`config.mk`:
```
export PLATFORM = sky130hd
export DESIGN_NAME = ni_initiator
export DESIGN_NICKNAME = d
export VERILOG_FILES = /design/src/rtl/ni_initiator.sv
export SDC_FILE = /design/constraint.sdc
export NUM_CORES = 1
export LEC_CHECK = 0
export ABC_AREA = 1
export BUFFER_PORTS_ARGS = -buffer_cell sky130_fd_sc_hd__buf_4
export CAP_MARGIN = 20
export CORE_ASPECT_RATIO = 0.8
export CORE_UTILIZATION = 55
export DETAILED_ROUTE_END_ITERATION = 10
export GPL_ROUTABILITY_DRIVEN = 0
export GPL_TIMING_DRIVEN = 1
export PLACE_DENSITY = 0.88
export SYNTH_ARGS = -nofsm -noshare
export SYNTH_HDL_FRONTEND = slang
export SYNTH_SLANG_ARGS = --single-unit
```
`constraint.sdc`:
```
create_clock -name clk -period 5.9 [get_ports clk]
set_input_delay 1.18 -clock clk [delete_from_list [all_inputs] [get_ports clk]]
set_output_delay 1.18 -clock clk [all_outputs]
set_load 0.02 [all_outputs]
```
`src/rtl/ni_initiator.sv`:
```
// Core-side NoC initiator: serializes request packets into head/body/tail flits
// for the NI, reassembles response flits into packets, and counts outstanding requests.
module ni_initiator #(
  parameter int FLIT_W          = 16,
  parameter int TOTAL_FLITS     = 6,
  parameter int MAX_OUTSTANDING = 4,
  localparam int BODY_W         = (TOTAL_FLITS - 2) * FLIT_W,
  localparam int CNT_W          = $clog2(MAX_OUTSTANDING + 1)
) (
  input  logic              clk,
  input  logic              resetn,
  input  logic              req_valid,
  output logic              req_ready,
  input  logic [FLIT_W-1:0] req_head,
  input  logic [FLIT_W-1:0] req_tail,
  input  logic [BODY_W-1:0] req_body,
  output logic [FLIT_W-1:0] o_flit,
  output logic              o_flit_valid,
  input  logic              i_ni_ready,
  input  logic [FLIT_W-1:0] i_resp_flit,
  input  logic              i_resp_valid,
  output logic              o_resp_ready,
  output logic              resp_valid,
  input  logic              resp_ready,
  output logic [FLIT_W-1:0] resp_head,
  output logic [FLIT_W-1:0] resp_tail,
  output logic [BODY_W-1:0] resp_body,
  output logic [CNT_W-1:0]  o_outstanding,
  output logic              o_err_unexpected
);

  localparam int IDX_W = (TOTAL_FLITS - 2 > 1) ? $clog2(TOTAL_FLITS - 2) : 1;
  localparam logic [IDX_W-1:0] IDX_TOP = IDX_W'(TOTAL_FLITS - 3);
  localparam logic [CNT_W-1:0] CNT_MAX = CNT_W'(MAX_OUTSTANDING);

  typedef enum logic [1:0] {TX_IDLE, TX_HEAD, TX_BODY, TX_TAIL} tx_state_e;
  typedef enum logic [1:0] {RX_IDLE, RX_COLLECT, RX_HOLD} rx_state_e;

  tx_state_e         tx_state_q, tx_state_d;
  logic [IDX_W-1:0]  tx_idx_q, tx_idx_d;
  logic [FLIT_W-1:0] tx_head_q, tx_head_d, tx_tail_q, tx_tail_d;
  logic [BODY_W-1:0] tx_body_q, tx_body_d;
  logic [FLIT_W-1:0] o_flit_q, o_flit_d;
  logic              o_flit_valid_q, o_flit_valid_d;

  rx_state_e         rx_state_q, rx_state_d;
  logic [IDX_W-1:0]  rx_idx_q, rx_idx_d;
  logic              rx_last_q, rx_last_d;
  logic [FLIT_W-1:0] resp_head_q, resp_head_d, resp_tail_q, resp_tail_d;
  logic [BODY_W-1:0] resp_body_q, resp_body_d;
  logic              resp_valid_q, resp_valid_d;
  logic              err_q, err_d;

  logic [CNT_W-1:0]  cnt_q, cnt_d;
  logic              tx_done, rx_accept;

  assign req_ready    = (tx_state_q == TX_IDLE) && (cnt_q < CNT_MAX);
  assign o_resp_ready = (rx_state_q != RX_HOLD);
  assign tx_done      = (tx_state_q == TX_TAIL);
  assign rx_accept    = (rx_state_q == RX_HOLD) && resp_ready;

  // NOTE: packet buffers are reset too, because the response outputs must read zero after reset.
  always_ff @(posedge clk or negedge resetn) begin
    if (!resetn) begin
      tx_state_q     <= TX_IDLE;
      tx_idx_q       <= '0;
      tx_head_q      <= '0;
      tx_tail_q      <= '0;
      tx_body_q      <= '0;
      o_flit_q       <= '0;
      o_flit_valid_q <= 1'b0;
      rx_state_q     <= RX_IDLE;
      rx_idx_q       <= '0;
      rx_last_q      <= 1'b0;
      resp_head_q    <= '0;
      resp_tail_q    <= '0;
      resp_body_q    <= '0;
      resp_valid_q   <= 1'b0;
      err_q          <= 1'b0;
      cnt_q          <= '0;
    end else begin
      // NOTE: state registers use non-blocking assignment so every flop samples pre-edge values.
      tx_state_q     <= tx_state_d;
      tx_idx_q       <= tx_idx_d;
      tx_head_q      <= tx_head_d;
      tx_tail_q      <= tx_tail_d;
      tx_body_q      <= tx_body_d;
      o_flit_q       <= o_flit_d;
      o_flit_valid_q <= o_flit_valid_d;
      rx_state_q     <= rx_state_d;
      rx_idx_q       <= rx_idx_d;
      rx_last_q      <= rx_last_d;
      resp_head_q    <= resp_head_d;
      resp_tail_q    <= resp_tail_d;
      resp_body_q    <= resp_body_d;
      resp_valid_q   <= resp_valid_d;
      err_q          <= err_d;
      cnt_q          <= cnt_d;
    end
  end

  // NOTE: every combinational output gets a default first so no path can infer a latch.
  always_comb begin
    tx_state_d = tx_state_q;
    tx_idx_d   = tx_idx_q;
    tx_head_d  = tx_head_q;
    tx_tail_d  = tx_tail_q;
    tx_body_d  = tx_body_q;
    case (tx_state_q)
      TX_IDLE: if (req_valid && req_ready) begin
        tx_head_d  = req_head;
        tx_tail_d  = req_tail;
        tx_body_d  = req_body;
        tx_state_d = TX_HEAD;
      end
      TX_HEAD: if (i_ni_ready) begin
        tx_idx_d   = IDX_TOP;
        tx_state_d = TX_BODY;
      end
      TX_BODY: begin
        if (tx_idx_q == '0) tx_state_d = TX_TAIL;
        else                tx_idx_d   = tx_idx_q - IDX_W'(1);
      end
      TX_TAIL: tx_state_d = TX_IDLE;
      default: tx_state_d = TX_IDLE;
    endcase
  end

  // Flit outputs are decoded from next-state values so they register in step with the FSM.
  always_comb begin
    o_flit_d       = '0;
    o_flit_valid_d = 1'b0;
    case (tx_state_d)
      TX_HEAD: begin
        o_flit_d       = tx_head_d;
        o_flit_valid_d = 1'b1;
      end
      TX_BODY: o_flit_d = tx_body_d[int'(tx_idx_d)*FLIT_W +: FLIT_W];
      TX_TAIL: o_flit_d = tx_tail_d;
      default: o_flit_d = '0;
    endcase
  end

  always_comb begin
    rx_state_d  = rx_state_q;
    rx_idx_d    = rx_idx_q;
    rx_last_d   = rx_last_q;
    resp_head_d = resp_head_q;
    resp_tail_d = resp_tail_q;
    resp_body_d = resp_body_q;
    case (rx_state_q)
      RX_IDLE: if (i_resp_valid) begin
        resp_head_d = i_resp_flit;
        rx_idx_d    = IDX_TOP;
        rx_last_d   = 1'b0;
        rx_state_d  = RX_COLLECT;
      end
      RX_COLLECT: if (i_resp_valid) begin
        if (rx_last_q) begin
          resp_tail_d = i_resp_flit;
          rx_state_d  = RX_HOLD;
        end else begin
          resp_body_d[int'(rx_idx_q)*FLIT_W +: FLIT_W] = i_resp_flit;
          if (rx_idx_q == '0) rx_last_d = 1'b1;
          else                rx_idx_d  = rx_idx_q - IDX_W'(1);
        end
      end
      RX_HOLD: if (resp_ready) rx_state_d = RX_IDLE;
      default: rx_state_d = RX_IDLE;
    endcase
  end

  always_comb begin
    resp_valid_d = (rx_state_d == RX_HOLD);
    err_d        = (rx_state_q == RX_IDLE) && i_resp_valid && (cnt_q == '0);
  end

  // Simultaneous send and accept cancel; an accept with nothing outstanding floors at zero.
  always_comb begin
    cnt_d = cnt_q;
    if (tx_done && !rx_accept)                       cnt_d = cnt_q + CNT_W'(1);
    else if (!tx_done && rx_accept && cnt_q != '0)   cnt_d = cnt_q - CNT_W'(1);
  end

  assign o_flit           = o_flit_q;
  assign o_flit_valid     = o_flit_valid_q;
  assign resp_valid       = resp_valid_q;
  assign resp_head        = resp_head_q;
  assign resp_tail        = resp_tail_q;
  assign resp_body        = resp_body_q;
  assign o_outstanding    = cnt_q;
  assign o_err_unexpected = err_q;

endmodule

```
# After elaboration in Yosys (flattened, before gate mapping)
# Cells that the tools add are included.
[totals] inputBits=118 ff_bits=223 wordCells=96
[classes] add_sub_neg=5 bitwise=1 shift=3 order_cmp=1 muxes=33 reduce_logical=23 eq_ne=14
[op_table] cell="$mux 64" n=2
[op_table] cell="$bwmux 64" n=1
[op_table] cell="$mux 16" n=4
[op_table] cell="$shift 16x33->64 const A" n=1
[op_table] cell="$shiftx 16x33->64" n=1
[op_table] cell="$shiftx 64x7->16" n=1
[op_table] cell="$pmux 16 s3" n=1
[op_table] cell="$neg 6->33" n=1
[op_table] cell="$mux 2" n=13
[op_table] cell="$eq 2x2->1 const B" n=6
[op_table] cell="$ne 2x2->1 const B" n=5
[op_table] cell="$reduce_and 3->1" n=3
[op_table] cell="$logic_and 1x1->1" n=8
[op_table] cell="$logic_not 2->1" n=4
[op_table] cell="$pmux 2 s2" n=2
[op_table] cell="$pmux 2 s4" n=1
[op_table] cell="$eq 2x1->1 const B" n=3
[op_table] cell="$mux 3" n=2
[op_table] cell="$pmux 2 s3" n=1
[op_table] cell="$mux 1" n=5
[op_table] cell="$reduce_and 5->1" n=1
[op_table] cell="$reduce_bool 2->1" n=2
[op_table] cell="$sub 2x1->2 const B" n=2
[op_table] cell="$add 3x1->3 const B" n=1
[op_table] cell="other kinds (8)" n=9

# Depth between registers and ports, before layout
[depth] ltp_word=7 depth_mapped=12

# Worst setup path after synthesis
# No wires, ideal clock.
[synth_timing] path_kind="register to output" start="register tx_state_q[1]" end="output req_ready" slack_ps=3474 stages_incl_launch_ff=7 arrival_time_ps=1246 path_cell_list="dfrtp_1 inv_1 ha_1 inv_1 nor2_1 buf_4 buf_2"
[synth_between] elab_chain_cells=2
[synth_lines] item="start, declared" line_no="39" rtl="tx_state_e tx_state_q, tx_state_d;"
[synth_lines] item="start signal, assigned" line_no="83" rtl="tx_state_q <= tx_state_d;"
[synth_lines] item="$logic_not 2->1" line_no="57" rtl="assign req_ready = (tx_state_q == TX_IDLE) && (cnt_q < CNT_MAX);"
[synth_lines] item="$logic_and 1x1->1" line_no="57"
[synth_lines] item="end, declared" line_no="13" rtl="output logic req_ready,"
# No other way between the ends.

# Worst setup path after layout
# Same ends and word-level chain as after synthesis.

==> reports/qor.csv <==
metric;value;unit
drv_cap;0;
layout_min_cycle_time;3.637;ns
finalWorstSetupSlack;2.263;ns
vias;8888;
cts-hold-fix-buffers;0;
ir_worst_vdd;0.0003418;V
dr.pass1.iters;5;
utilization;70.82;%
fin_crit_sh;61.64;%
min_path_cells;2;
grt_max_degree;98;
antenna_cells;0;
worstPathArrival;2.46;ns
power.density;573.8;nW/um^2
fin_area;12350;um^2
synth_cell_type_count;33;
synthesis.area;9837;um^2
seq_area;5580;um^2
clock_sinks;223;
wl_per_cell;17.86;um
fin_skew;0.01086;ns
holdCritPathClass;flop to flop;
critPathCaptureType;primary output;
final_max_slew_viol_count;0;
power;7.084;mW
ys_ff_latch;223;
wirelength;28060;um
die_w;151.5;um
synth_commonest_cells;nand2_1 (378), dfrtp_1 (223), nand3_1 (207);
numPortBuffers;237;
setup_viol;0;
cts_tree;built;
ys.warnings.count;0;
post-place-ws;2.357;ns
synthArstFlopShare;100.0;%
core;17430;um^2
cts_setup_buffers;0;
insertion_delay;0.50;ns
syn_to_final_growth;25.50;%
dieArea;18430;um^2
num_rows;43;
die_y;121.6;um
synth_top_area_share;56.73;%
clockRootBuffer;clkbuf_16;
cp.required;4.72;ns
dp_hpwl;18860;um
critPathLaunchType;flop;
status;complete, no violations;
cts_resized;0;
synth-main-ff-cell;dfrtp_1;
synthCells;1132;
fmax;275.0;MHz
antenna_found_initial;0;
antenna_left;0;
vias_per_cell;5.658;
grt_overflow;0;
drtIter0Drc;989;
fillers;1306;
ys_seq_area_share;56.73;%
yosysTopAreaCell;dfrtp_1;
syn_avg_cell_area;8.690;um^2
htreeDepth;1;
multi_input_area;3740;um^2
maxSlewHeadroom;35.13;%
placed_area;11630;um^2
drive_above_1_share;22.51;%
clk_pin_slew_worst_paths;0.06;ns
critPathMaxFanout;92;
cts_buffer_depth;3;
synth_edf_count;0;
tns;0;ns
yosysMostFrequentCell;nand2_1;
drc;0;
top_level_ports;238;
tightest_slew;0.9678;ns
first_global_vias;8015;
hold_viol;0;
syn_nets;1262;
start_util;56.43;%
synthTopCellsByArea;dfrtp_1 (57%), nand2_1 (14%), nand3_1 (11%);
grt_setup_unrepaired;false;
leakagePower;6.673;nW
fin_nets;1461;
cts_made_buffers;22;
track_usage;30.68;%
path_class;flop to primary output;
worstRegToRegCells;6;
grt_pass1_wl;43300;um
-- sequential cells by signal, summed over array words and instances, names as in the netlist, 2 cells and up --
signal         count
o_flit            16
o_outstanding      3
resp_body         64
resp_head         16
resp_tail         16
rx_idx_q           2
rx_state_q         2
tx_body_q         64
tx_head_q         16
tx_idx_q           2
tx_state_q         2
tx_tail_q         16
-- critical path: stages, from the launching register on --
cell and delay [ns]:
dfrtp_1 0.46, inv_1 0.14, ha_1 0.23, inv_1 0.09
nor2_4 0.08, buf_4 0.64, buf_4 0.27
-- final timing paths --
kind                            slack (ns)                    start                         to
worst max-delay path                  2.26  tx_state_q[1]$_DFF_PN0_                  req_ready
worst min-delay path                  0.48  tx_head_q[11]$_DFF_PN0_    tx_head_q[11]$_DFF_PN0_
worst max register to register        2.79  rx_idx_q[0]$_DFFE_PN0P_  resp_body[40]$_DFFE_PN0P_
worst min register to register        0.48  tx_head_q[11]$_DFF_PN0_    tx_head_q[11]$_DFF_PN0_
max in group asynchronous             3.80                   resetn    tx_tail_q[13]$_DFF_PN0_
min in group asynchronous             0.73                   resetn    tx_body_q[60]$_DFF_PN0_
-- kinds of logic after synthesis --
| family | synth area share, % |
|---|---|
| compound gates | 6.042 |
| xor+xnor | 0.1781 |
| fa+ha+maj | 1.603 |
| buf+inv | 5.355 |
| flops | 56.73 |
| mux | 0.5723 |
| simple gates | 29.52 |
-- per-stage QoR --
step,hold slack [ns],instances
floorplan,0.4445,1132
global placement,0.4579,1531
detailed placement,0.4614,1531
CTS,0.4754,1570
global route,0.4850,1571
finish,0.4780,1571
-- area by class of cell --
type	count	area share, %
tap	225	2.280
timing repair buffer	244	15.03
multi-input combinational	786	30.29
sequential	223	45.20
inverter	54	1.642
clock buffer	36	5.382
clock inverter	3	0.1723
-- per-layer routing --
layer / GRT usage [%] / part of all wire (%) / wire length (um)
met1: 47.94 / 44 / 12470
met2: 43.89 / 44 / 12250
met3: 5.243 / 8.7 / 2439
met4: 9.158 / 3.2 / 904
met5: 0 / 0 / 0
-- placed cells by master (no fill, tap or decap), drive strengths merged --
master    n
nand2   380
buf     242
dfrtp   223
nand3   210
o21ai   106
inv      55
clkbuf   38
nor2     30
nand4    28
ha       11
mux2      5
a21oi     4
nor3      4
o21a      2
xor2      2
clkinv    2
o21bai    1
nand3b    1
a31oi     1
fa        1
-- report_power, final --
group	switching (mW)	total [mW]	internal (mW)
clock network	0.577	1.35	0.770
registers	0.323	2.47	2.15
logic	2.21	3.27	1.05
(Power assumes the default switching activity.)
